[config.mk]
export PLATFORM = sky130hd
export DESIGN_NAME = mem_arbiter
export DESIGN_NICKNAME = d
export VERILOG_FILES = /design/src/rtl/arb_pkg.sv /design/src/rtl/arb_rr_sel.sv /design/src/rtl/mem_arbiter.sv
export SDC_FILE = /design/constraint.sdc
export NUM_CORES = 1
export LEC_CHECK = 0
export CAP_MARGIN = 20
export CORE_AREA = 2 2 109 111
export CTS_CLUSTER_DIAMETER = 100
export DETAILED_ROUTE_END_ITERATION = 10
export DIE_AREA = 0 0 111 113
export PLACE_DENSITY = 0.88
export RECOVER_POWER = 25
export SYNTH_ARGS = -nofsm -noshare
export SYNTH_HDL_FRONTEND = slang
export SYNTH_SLANG_ARGS = --single-unit
export TNS_END_PERCENT = 100
[constraint.sdc]
create_clock -name clk -period 4.7 [get_ports clk]
set_clock_uncertainty 0.2 [all_clocks]
set_input_delay 1.41 -clock clk [delete_from_list [all_inputs] [get_ports clk]]
set_output_delay 1.41 -clock clk [all_outputs]
set_load 0.02 [all_outputs]
[src/rtl/arb_pkg.sv]
// -----------------------------------------------------------------------------
// arb_pkg
// Shared types and widths for the two-requester memory arbiter.
//   arb_state_e : arbiter FSM states (IDLE / REQ / WAIT)
//   owner_e     : which requester owns the outstanding transaction
//   ADDR_W, DATA_W, MASK_W : bus widths
//   other_owner : the requester that is not the given one
// -----------------------------------------------------------------------------
package arb_pkg;

    localparam int ADDR_W = 32;
    localparam int DATA_W = 32;
    localparam int MASK_W = 4;

    typedef enum logic [1:0] {
        IDLE = 2'd0,
        REQ  = 2'd1,
        WAIT = 2'd2
    } arb_state_e;

    typedef enum logic {
        OWN_IFU = 1'b0,
        OWN_LSU = 1'b1
    } owner_e;

    function automatic owner_e other_owner(input owner_e o);
        return (o == OWN_IFU) ? OWN_LSU : OWN_IFU;
    endfunction

endpackage

[src/rtl/arb_rr_sel.sv]
// -----------------------------------------------------------------------------
// arb_rr_sel
// Combinational two-way round-robin grant. A lone requester always wins;
// when both request, the one that did not own the last transaction wins.
//   ifu_valid, lsu_valid : request pending from each requester
//   last_owner           : owner of the most recently completed transaction
//   grant_ifu, grant_lsu : one-hot (or zero) grant
// -----------------------------------------------------------------------------
module arb_rr_sel
    import arb_pkg::*;
(
    input  logic   ifu_valid,
    input  logic   lsu_valid,
    input  owner_e last_owner,
    output logic   grant_ifu,
    output logic   grant_lsu
);

    owner_e winner_s;

    // Pick the grant from the pair of valids and the round-robin pointer
    always_comb begin
        grant_ifu = 1'b0;
        grant_lsu = 1'b0;
        winner_s  = other_owner(last_owner);
        case ({ifu_valid, lsu_valid})
            2'b10: grant_ifu = 1'b1;
            2'b01: grant_lsu = 1'b1;
            2'b11: begin
                if (winner_s == OWN_IFU) begin
                    grant_ifu = 1'b1;
                end else begin
                    grant_lsu = 1'b1;
                end
            end
            default: begin
                grant_ifu = 1'b0;
                grant_lsu = 1'b0;
            end
        endcase
    end

endmodule

[src/rtl/mem_arbiter.sv]
// -----------------------------------------------------------------------------
// mem_arbiter
// Arbitrates an instruction-fetch port (IFU) and a load/store port (LSU) onto
// a single downstream memory port, one transaction outstanding at a time.
//
// Ports
//   clk, rst                      : clock, asynchronous active-low reset
//   ifu_req_valid/ready, ifu_addr : fetch request (read only)
//   ifu_resp_valid/rdata/resp_err : fetch response
//   lsu_req_valid/ready, lsu_addr, lsu_wen, lsu_wdata, lsu_wmask
//                                 : load/store request
//   lsu_resp_valid/rdata/resp_err : load/store response
//   mem_req_valid/ready, mem_addr, mem_wen, mem_wdata, mem_wmask
//                                 : downstream request
//   mem_resp_valid, mem_rdata, mem_resp_err : downstream response
//
// Parameter TIMEOUT_CYCLES: WAIT cycles without a response before an error
// response is forced. Only active when the macro ARB_TIMEOUT_EN is defined;
// without it WAIT lasts until the memory responds.
//
// Request ready and response strobes are combinational so that a grant and a
// response each cost no extra cycle; the downstream request fields come
// straight from registers.
// -----------------------------------------------------------------------------
module mem_arbiter
    import arb_pkg::*;
#(
    parameter int TIMEOUT_CYCLES = 255
)
(
    input  logic              clk,
    input  logic              rst,

    input  logic              ifu_req_valid,
    output logic              ifu_req_ready,
    input  logic [ADDR_W-1:0] ifu_addr,
    output logic              ifu_resp_valid,
    output logic [DATA_W-1:0] ifu_rdata,
    output logic              ifu_resp_err,

    input  logic              lsu_req_valid,
    output logic              lsu_req_ready,
    input  logic [ADDR_W-1:0] lsu_addr,
    input  logic              lsu_wen,
    input  logic [DATA_W-1:0] lsu_wdata,
    input  logic [MASK_W-1:0] lsu_wmask,
    output logic              lsu_resp_valid,
    output logic [DATA_W-1:0] lsu_rdata,
    output logic              lsu_resp_err,

    output logic              mem_req_valid,
    input  logic              mem_req_ready,
    output logic [ADDR_W-1:0] mem_addr,
    output logic              mem_wen,
    output logic [DATA_W-1:0] mem_wdata,
    output logic [MASK_W-1:0] mem_wmask,
    input  logic              mem_resp_valid,
    input  logic [DATA_W-1:0] mem_rdata,
    input  logic              mem_resp_err
);

    if (TIMEOUT_CYCLES < 1) begin : g_bad_timeout
        $error("mem_arbiter: TIMEOUT_CYCLES must be at least 1");
    end

    arb_state_e        state_r;
    arb_state_e        state_nxt_s;
    owner_e            owner_r;
    owner_e            last_owner_r;
    logic [ADDR_W-1:0] addr_r;
    logic              wen_r;
    logic [DATA_W-1:0] wdata_r;
    logic [MASK_W-1:0] wmask_r;

    logic              grant_ifu_s;
    logic              grant_lsu_s;
    logic              resp_done_s;
    logic              tmo_hit_s;

    arb_rr_sel u_rr_sel (
        .ifu_valid  (ifu_req_valid),
        .lsu_valid  (lsu_req_valid),
        .last_owner (last_owner_r),
        .grant_ifu  (grant_ifu_s),
        .grant_lsu  (grant_lsu_s)
    );

`ifdef ARB_TIMEOUT_EN
    localparam int CNT_W = (TIMEOUT_CYCLES < 2) ? 1 : $clog2(TIMEOUT_CYCLES + 1);

    logic [CNT_W-1:0] tmo_cnt_r;

    // WAIT-cycle counter: cleared on entry to WAIT, counts silent WAIT cycles
    always_ff @(posedge clk or negedge rst) begin
        if (!rst) begin
            tmo_cnt_r <= {CNT_W{1'b0}};
        end else if ((state_r == REQ) && mem_req_ready) begin
            tmo_cnt_r <= {CNT_W{1'b0}};
        end else if ((state_r == WAIT) && !mem_resp_valid && !tmo_hit_s) begin
            tmo_cnt_r <= tmo_cnt_r + CNT_W'(1);
        end else begin
            tmo_cnt_r <= tmo_cnt_r;
        end
    end

    // A real response in the same cycle wins over the timeout
    assign tmo_hit_s = (state_r == WAIT) && !mem_resp_valid &&
                       (tmo_cnt_r == CNT_W'(TIMEOUT_CYCLES));
`else
    assign tmo_hit_s = 1'b0;
`endif

    // FSM state register
    always_ff @(posedge clk or negedge rst) begin
        if (!rst) begin
            state_r <= IDLE;
        end else begin
            state_r <= state_nxt_s;
        end
    end

    // Latched request fields and owner, captured on a grant in IDLE
    always_ff @(posedge clk or negedge rst) begin
        if (!rst) begin
            owner_r <= OWN_IFU;
            addr_r  <= {ADDR_W{1'b0}};
            wen_r   <= 1'b0;
            wdata_r <= {DATA_W{1'b0}};
            wmask_r <= {MASK_W{1'b0}};
        end else if ((state_r == IDLE) && grant_ifu_s) begin
            owner_r <= OWN_IFU;
            addr_r  <= ifu_addr;
            wen_r   <= 1'b0;
            wdata_r <= {DATA_W{1'b0}};
            wmask_r <= {MASK_W{1'b0}};
        end else if ((state_r == IDLE) && grant_lsu_s) begin
            owner_r <= OWN_LSU;
            addr_r  <= lsu_addr;
            wen_r   <= lsu_wen;
            wdata_r <= lsu_wdata;
            wmask_r <= lsu_wmask;
        end else begin
            owner_r <= owner_r;
            addr_r  <= addr_r;
            wen_r   <= wen_r;
            wdata_r <= wdata_r;
            wmask_r <= wmask_r;
        end
    end

    // Round-robin pointer; starts at LSU so IFU wins the first contention
    always_ff @(posedge clk or negedge rst) begin
        if (!rst) begin
            last_owner_r <= OWN_LSU;
        end else if (resp_done_s) begin
            last_owner_r <= owner_r;
        end else begin
            last_owner_r <= last_owner_r;
        end
    end

    assign mem_addr  = addr_r;
    assign mem_wen   = wen_r;
    assign mem_wdata = wdata_r;
    assign mem_wmask = wmask_r;

    // Next-state logic plus handshake and response outputs
    always_comb begin
        state_nxt_s    = state_r;
        ifu_req_ready  = 1'b0;
        lsu_req_ready  = 1'b0;
        mem_req_valid  = 1'b0;
        ifu_resp_valid = 1'b0;
        ifu_rdata      = {DATA_W{1'b0}};
        ifu_resp_err   = 1'b0;
        lsu_resp_valid = 1'b0;
        lsu_rdata      = {DATA_W{1'b0}};
        lsu_resp_err   = 1'b0;
        resp_done_s    = 1'b0;
        case (state_r)
            IDLE: begin
                // Ready is masked while reset is held so outputs read 0 at once
                ifu_req_ready = grant_ifu_s & rst;
                lsu_req_ready = grant_lsu_s & rst;
                if (grant_ifu_s || grant_lsu_s) begin
                    state_nxt_s = REQ;
                end else begin
                    state_nxt_s = IDLE;
                end
            end
            REQ: begin
                mem_req_valid = 1'b1;
                if (mem_req_ready) begin
                    state_nxt_s = WAIT;
                end else begin
                    state_nxt_s = REQ;
                end
            end
            WAIT: begin
                if (mem_resp_valid || tmo_hit_s) begin
                    resp_done_s = 1'b1;
                    state_nxt_s = IDLE;
                    case (owner_r)
                        OWN_IFU: begin
                            ifu_resp_valid = 1'b1;
                            ifu_rdata      = mem_resp_valid ? mem_rdata : {DATA_W{1'b0}};
                            ifu_resp_err   = mem_resp_valid ? mem_resp_err : 1'b1;
                        end
                        OWN_LSU: begin
                            lsu_resp_valid = 1'b1;
                            lsu_rdata      = mem_resp_valid ? mem_rdata : {DATA_W{1'b0}};
                            lsu_resp_err   = mem_resp_valid ? mem_resp_err : 1'b1;
                        end
                        default: begin
                            resp_done_s = 1'b1;
                        end
                    endcase
                end else begin
                    state_nxt_s = WAIT;
                end
            end
            default: begin
                state_nxt_s = IDLE;
            end
        endcase
    end

endmodule

# --- Yosys cells after proc, flatten, opt, wreduce, memory -nomap -nowiden ---
# Cells that the tools add are included.
totals:
  output_inout_bits: 140
  register_bits: 73
  wordCells: 60
  input_bits: 140
op_classes:
  mux: 41
  reduce_logical: 5
  n_bitwise: 2
  n_eq_ne: 5
op_table:
  columns: ["cell", "n"]
  rows:
  - ["2-to-1 mux 32 bit", 10]
  - ["2-to-1 mux 1 bit", 24]
  - ["2-to-1 mux 4 bit", 2]
  - ["== test 2 bit, second input constant", 3]
  - ["case mux 2 bit (3 select lines)", 1]
  - ["== test 2 x 1 -> 1 bit, second input constant", 2]
  - ["2-to-1 mux 2 bit", 2]
  - ["case mux 1 bit (2 select lines)", 2]
  - ["bitwise AND 1 bit", 2]
  - ["logical AND 1 bit", 2]
  - ["logical NOT 2 bit", 1]
  - ["nonzero test 2 bit", 1]
  - ["logical OR 1 bit", 1]

# --- Depth between registers and ports, before layout ---
# Gate-level depths: netlist (run 1).
logic_depth:
  depth_word: 5
  mapped_depth: 7

# --- By module ---
# From an unflattened synthesis (run 1), not the netlist that was laid out.
unflattened:
  hier_cells: 281
  area_unflattened_um2: 3563.4
modules_own_cells:
  columns: ["module", "area_each_um2", "n_inst", "cells_per_inst"]
  rows:
  - ["mem_arbiter", 3544.6, 1, 278]
  - ["arb_rr_sel", 18.8, 1, 3]

# --- Worst setup path before layout (run 1) ---
# No wires, ideal clock.
synth_path:
  path_kind: "input port to output port"
  start: "in mem_resp_valid"
  end: "out lsu_rdata[23]"
  required_time_ps: 3090
  n_path_buf: 1
  path_slack_ps: 673
  stages: 4
  t_arrival_ps: 2417
  path_cell_list: "nand3b_1 > nor2_1 > clkbuf_1 > and2_1"
synth_between:
  elab_chain_len: 2
synth_lines:
  columns: ["item", "line_no", "rtl"]
  rows:
  - ["start, declared", "mem_arbiter.sv:57", "input logic mem_resp_valid,"]
  - ["2-to-1 mux 32 bit", "mem_arbiter.sv:200", "if (mem_resp_valid || tmo_hit_s) begin"]
  - ["2-to-1 mux 32 bit", "mem_arbiter.sv:180", "case (state_r)"]
  - ["end, declared", "mem_arbiter.sv:48", "output logic [DATA_W-1:0] lsu_rdata,"]
# No other way between the ends.

# --- Worst setup path after layout (run 1) ---
layout_path:
  start: "in ifu_req_valid"
  end: "out ifu_req_ready"
layout_between:
  elab_chain_len: 4
  word_cells_on_any_way: 5
  classes_between: "2 x eq/ne; 2 x mux; 1 x bitwise"
layout_lines:
  columns: ["item", "line_no", "rtl"]
  rows:
  - ["start, declared", "mem_arbiter.sv:34", "input logic ifu_req_valid,"]
  - ["== test 2 bit", "arb_rr_sel.sv:26", "case ({ifu_valid, lsu_valid})"]
  - ["case mux 1 bit (2 select lines) (*)", "arb_rr_sel.sv:26", null]
  - ["bitwise AND 1 bit (*)", "mem_arbiter.sv:183", "ifu_req_ready = grant_ifu_s & rst;"]
  - ["2-to-1 mux 1 bit (*)", "mem_arbiter.sv:180", null]
  - ["end, declared", "mem_arbiter.sv:35", "output logic ifu_req_ready,"]
# Every way passes the cells marked *; elsewhere a longest branch is shown, timed or not.

==> flow_summary.yaml, run 1 <==
outcome:
  status: "complete, but fails checks"
  violations: "capacitance limit, slew limit"
sta:
  slew_headroom: -0.113
  rsz0062_at_grt: "no"
  max_freq_mhz: 216
  finalMaxSlewViolations: 70
  hold_viol: 0
  finalCritPeriodShare: 0.987
  worst_slew_pin_slew_ns: 1.67
  post-route-min-period_ns: 4.64
  setup-violations-final: 0
worst_setup_path:
  reg2reg_from: "state_r[1]$_DFF_PN0_"
  r2r_end: "mem_addr[11]$_DFFE_PN0P_"
  end_kind: "output port"
  critPathRequiredTime_ns: 3.09
  reg2reg_depth: 4
  critPathKind: "in2out"
  cp_max_fo: 4
  cp-start-kind: "input port"
  crit_arrival_ns: 3.03
  r2r_setup_slack_ns: 2.12
placement:
  gp_congestion: 0.851
  port_buffers: 279
  dp_cells: 783
  dp_hpwl_um: 10700
clocking:
  cts_root_buf: "clkbuf_16"
  clock_path_buffers: 2
  clkTransAtPathRegs_ns: 0.06
  htree_levels: 3
  cts_tree: "built"
  clock_sinks: 73
  hold_buffers: 0
  worstSkewPairLatency_ns: 0.33
  cts-buffers-inserted: 9
die:
  core.rowCount: 39
  die_h_um: 113
  start_util: 0.326
  ios: 280
  core_um2: 11300
  die_x_um: 111
  dieArea_um2: 12500
global_routing:
  grt.total_usage: 0.225
  grt_pass1_vias: 4362
  antenna_found_initial: 0
  grt_overflow: 0
  grt_pass1_wl_um: 22600
  grt_max_degree: 70
routing:
  viasPerCell: 5.20
  drc: 0
  drtIter0Drc: 296
  wire_per_inst_um: 18.2
  ant_nets: 0
  drt-total-wl_um: 14600
  routed-via-count: 4162
  first_pass_iters: 5
yosys:
  synth_edf_count: 0
  ys_warn_count: 0
  synth_cells: 388
  syn-num-nets: 528
  syn-cell-area_um2: 3680
  synth_ff_type: "dfrtp_1"
  yosys.area.top_type_share: 0.490
  synth_top_area_cell: "dfrtp_1"
  yosysUniqueCellTypes: 25
  ys_seq_elements: 73
  postSynth.asyncResetShare: 1.00
  synthTopCellsByArea: "dfrtp_1 (49%), and2_1 (11%), o311ai_1 (7.6%), o21ai_0 (6.3%), nand3_1 (6.0%)"
  synth_area_per_cell_um2: 9.47
  synth_most_common_cell: "dfrtp_1"
  synth_commonest_cells: "dfrtp_1 (72), and2_1 (66), o21ai_0 (46)"
  ys_seq_area_frac: 0.497
cells_and_area:
  final_util: 0.615
  syn2layout_area_growth_pct: 88.6
  antennaDiodeCount: 0
  drive_gt1_frac: 0.0547
  nets: 793
  layoutNonFillerInstCount: 801
job:
  cap_violations: 1
hold_path:
  min_path_cells: 1
  whs_endpoint: "mem_wdata[15]$_DFFE_PN0P_"
  min_from: "mem_wdata[15]$_DFFE_PN0P_"
  min_path_type: "reg2reg"
power:
  power_leakage_nw: 3.39
  power.density_nw_per_um2: 586
  ir_drop_v: 0.000381
[placed cells by master (no fill, tap or decap), drive strengths merged]
cell type      count
clkinvlp           1
a22o              25
dlygate4sd3        1
nand2              1
a21o               1
clkinv             1
nand3b             1
a211oi             1
or2                2
clkbuf            11
o22ai              1
nor2               4
o21ai             46
nor3b              1
nand3             44
dfstp              1
dlygate4sd2       53
dfrtp             72
nand2b             3
a211o              1
dlymetal6s2s      14
and2              67
buf               11
clkdlybuf4s50    209
a21oi             12
and3               2
inv               37
bufinv             3
o311ai            32
[per-stage QoR]
stage | power, mW | TNS, ns | worst slack, ns | instance area [um^2] | hold WS [ns]
finish | 4.06 | 0 | 0.0618 | 6930 | 0.305
global placement | 3.20 | -6.09 | -0.124 | 6580 | 0.288
global route | 4.27 | 0 | 0.00725 | 6930 | 0.322
detailed placement | 3.28 | -5.18 | -0.138 | 6580 | 0.290
floorplan | 2.24 | 0 | 0.673 | 3680 | 0.299
CTS | 4.07 | -0.806 | -0.0863 | 6870 | 0.309
[routing by layer]
metal | share of wire | GRT usage | routed length, um
met4 | 0.033 | 0.109 | 482
met1 | 0.37 | 0.248 | 5460
met2 | 0.52 | 0.415 | 7550
met3 | 0.075 | 0.0466 | 1090
met5 | 0 | 0 | 0
[power by group]
part	switching, mW	internal [mW]	total (mW)	leakage, nW
Combinational	1.15	0.993	2.14	2.31
Sequential	0.177	0.951	1.13	0.911
Clock	0.269	0.525	0.794	0.168
[logic make-up after synthesis]
family          share of synthesized area
simple gates                        0.196
compound gates                      0.223
flops                               0.497
buf+inv                            0.0834
[timing repair]
item	in CTS	in global routing
endpoints found under the setup margin	66	13
buffers inserted	0	0
pin swaps	0	0
resized for setup	55	15
[worst max path at each step]
stage	start	to	cells after the start
2_1_floorplan	mem_resp_valid	lsu_rdata[23]	4
3_5_place_dp	mem_resp_valid	lsu_rdata[11]	6
3_3_place_gp	mem_resp_valid	lsu_rdata[1]	6
4_1_cts	mem_resp_valid	lsu_rdata[12]	6
6_report	ifu_req_valid	ifu_req_ready	4
5_1_grt	ifu_req_valid	lsu_req_ready	4
[area by class of cell]
type                    instances  area, um^2
clock buffers                   9         225
clock inverters                 7         126
fillers                       916        4340
inverters                      35         131
multi-input cells             244        1570
flip-flops and latches         73        1830
well taps                     143         179
repair buffers                290        2880
[worst max-delay path, stage by stage]
cell and delay, ns:
clkdlybuf4s50_1 0.58, nor3b_4 0.22, and3_1 0.17, clkdlybuf4s50_1 0.65
[flip-flops by register name, summed over array words and instances, names as in the netlist]
| name | count |
|---|---|
| mem_wen | 1 |
| mem_wmask | 4 |
| mem_addr | 32 |
| owner_r | 1 |
| state_r | 2 |
| mem_wdata | 32 |
| last_owner_r | 1 |
(Power assumes the default switching activity.)
==> run 2, diff against run 1 <==
- CTS_CLUSTER_DIAMETER: 100 -> 80
==> results of run 2 <==
No change in the layout: final DEF, timing and power equal those of run 1.
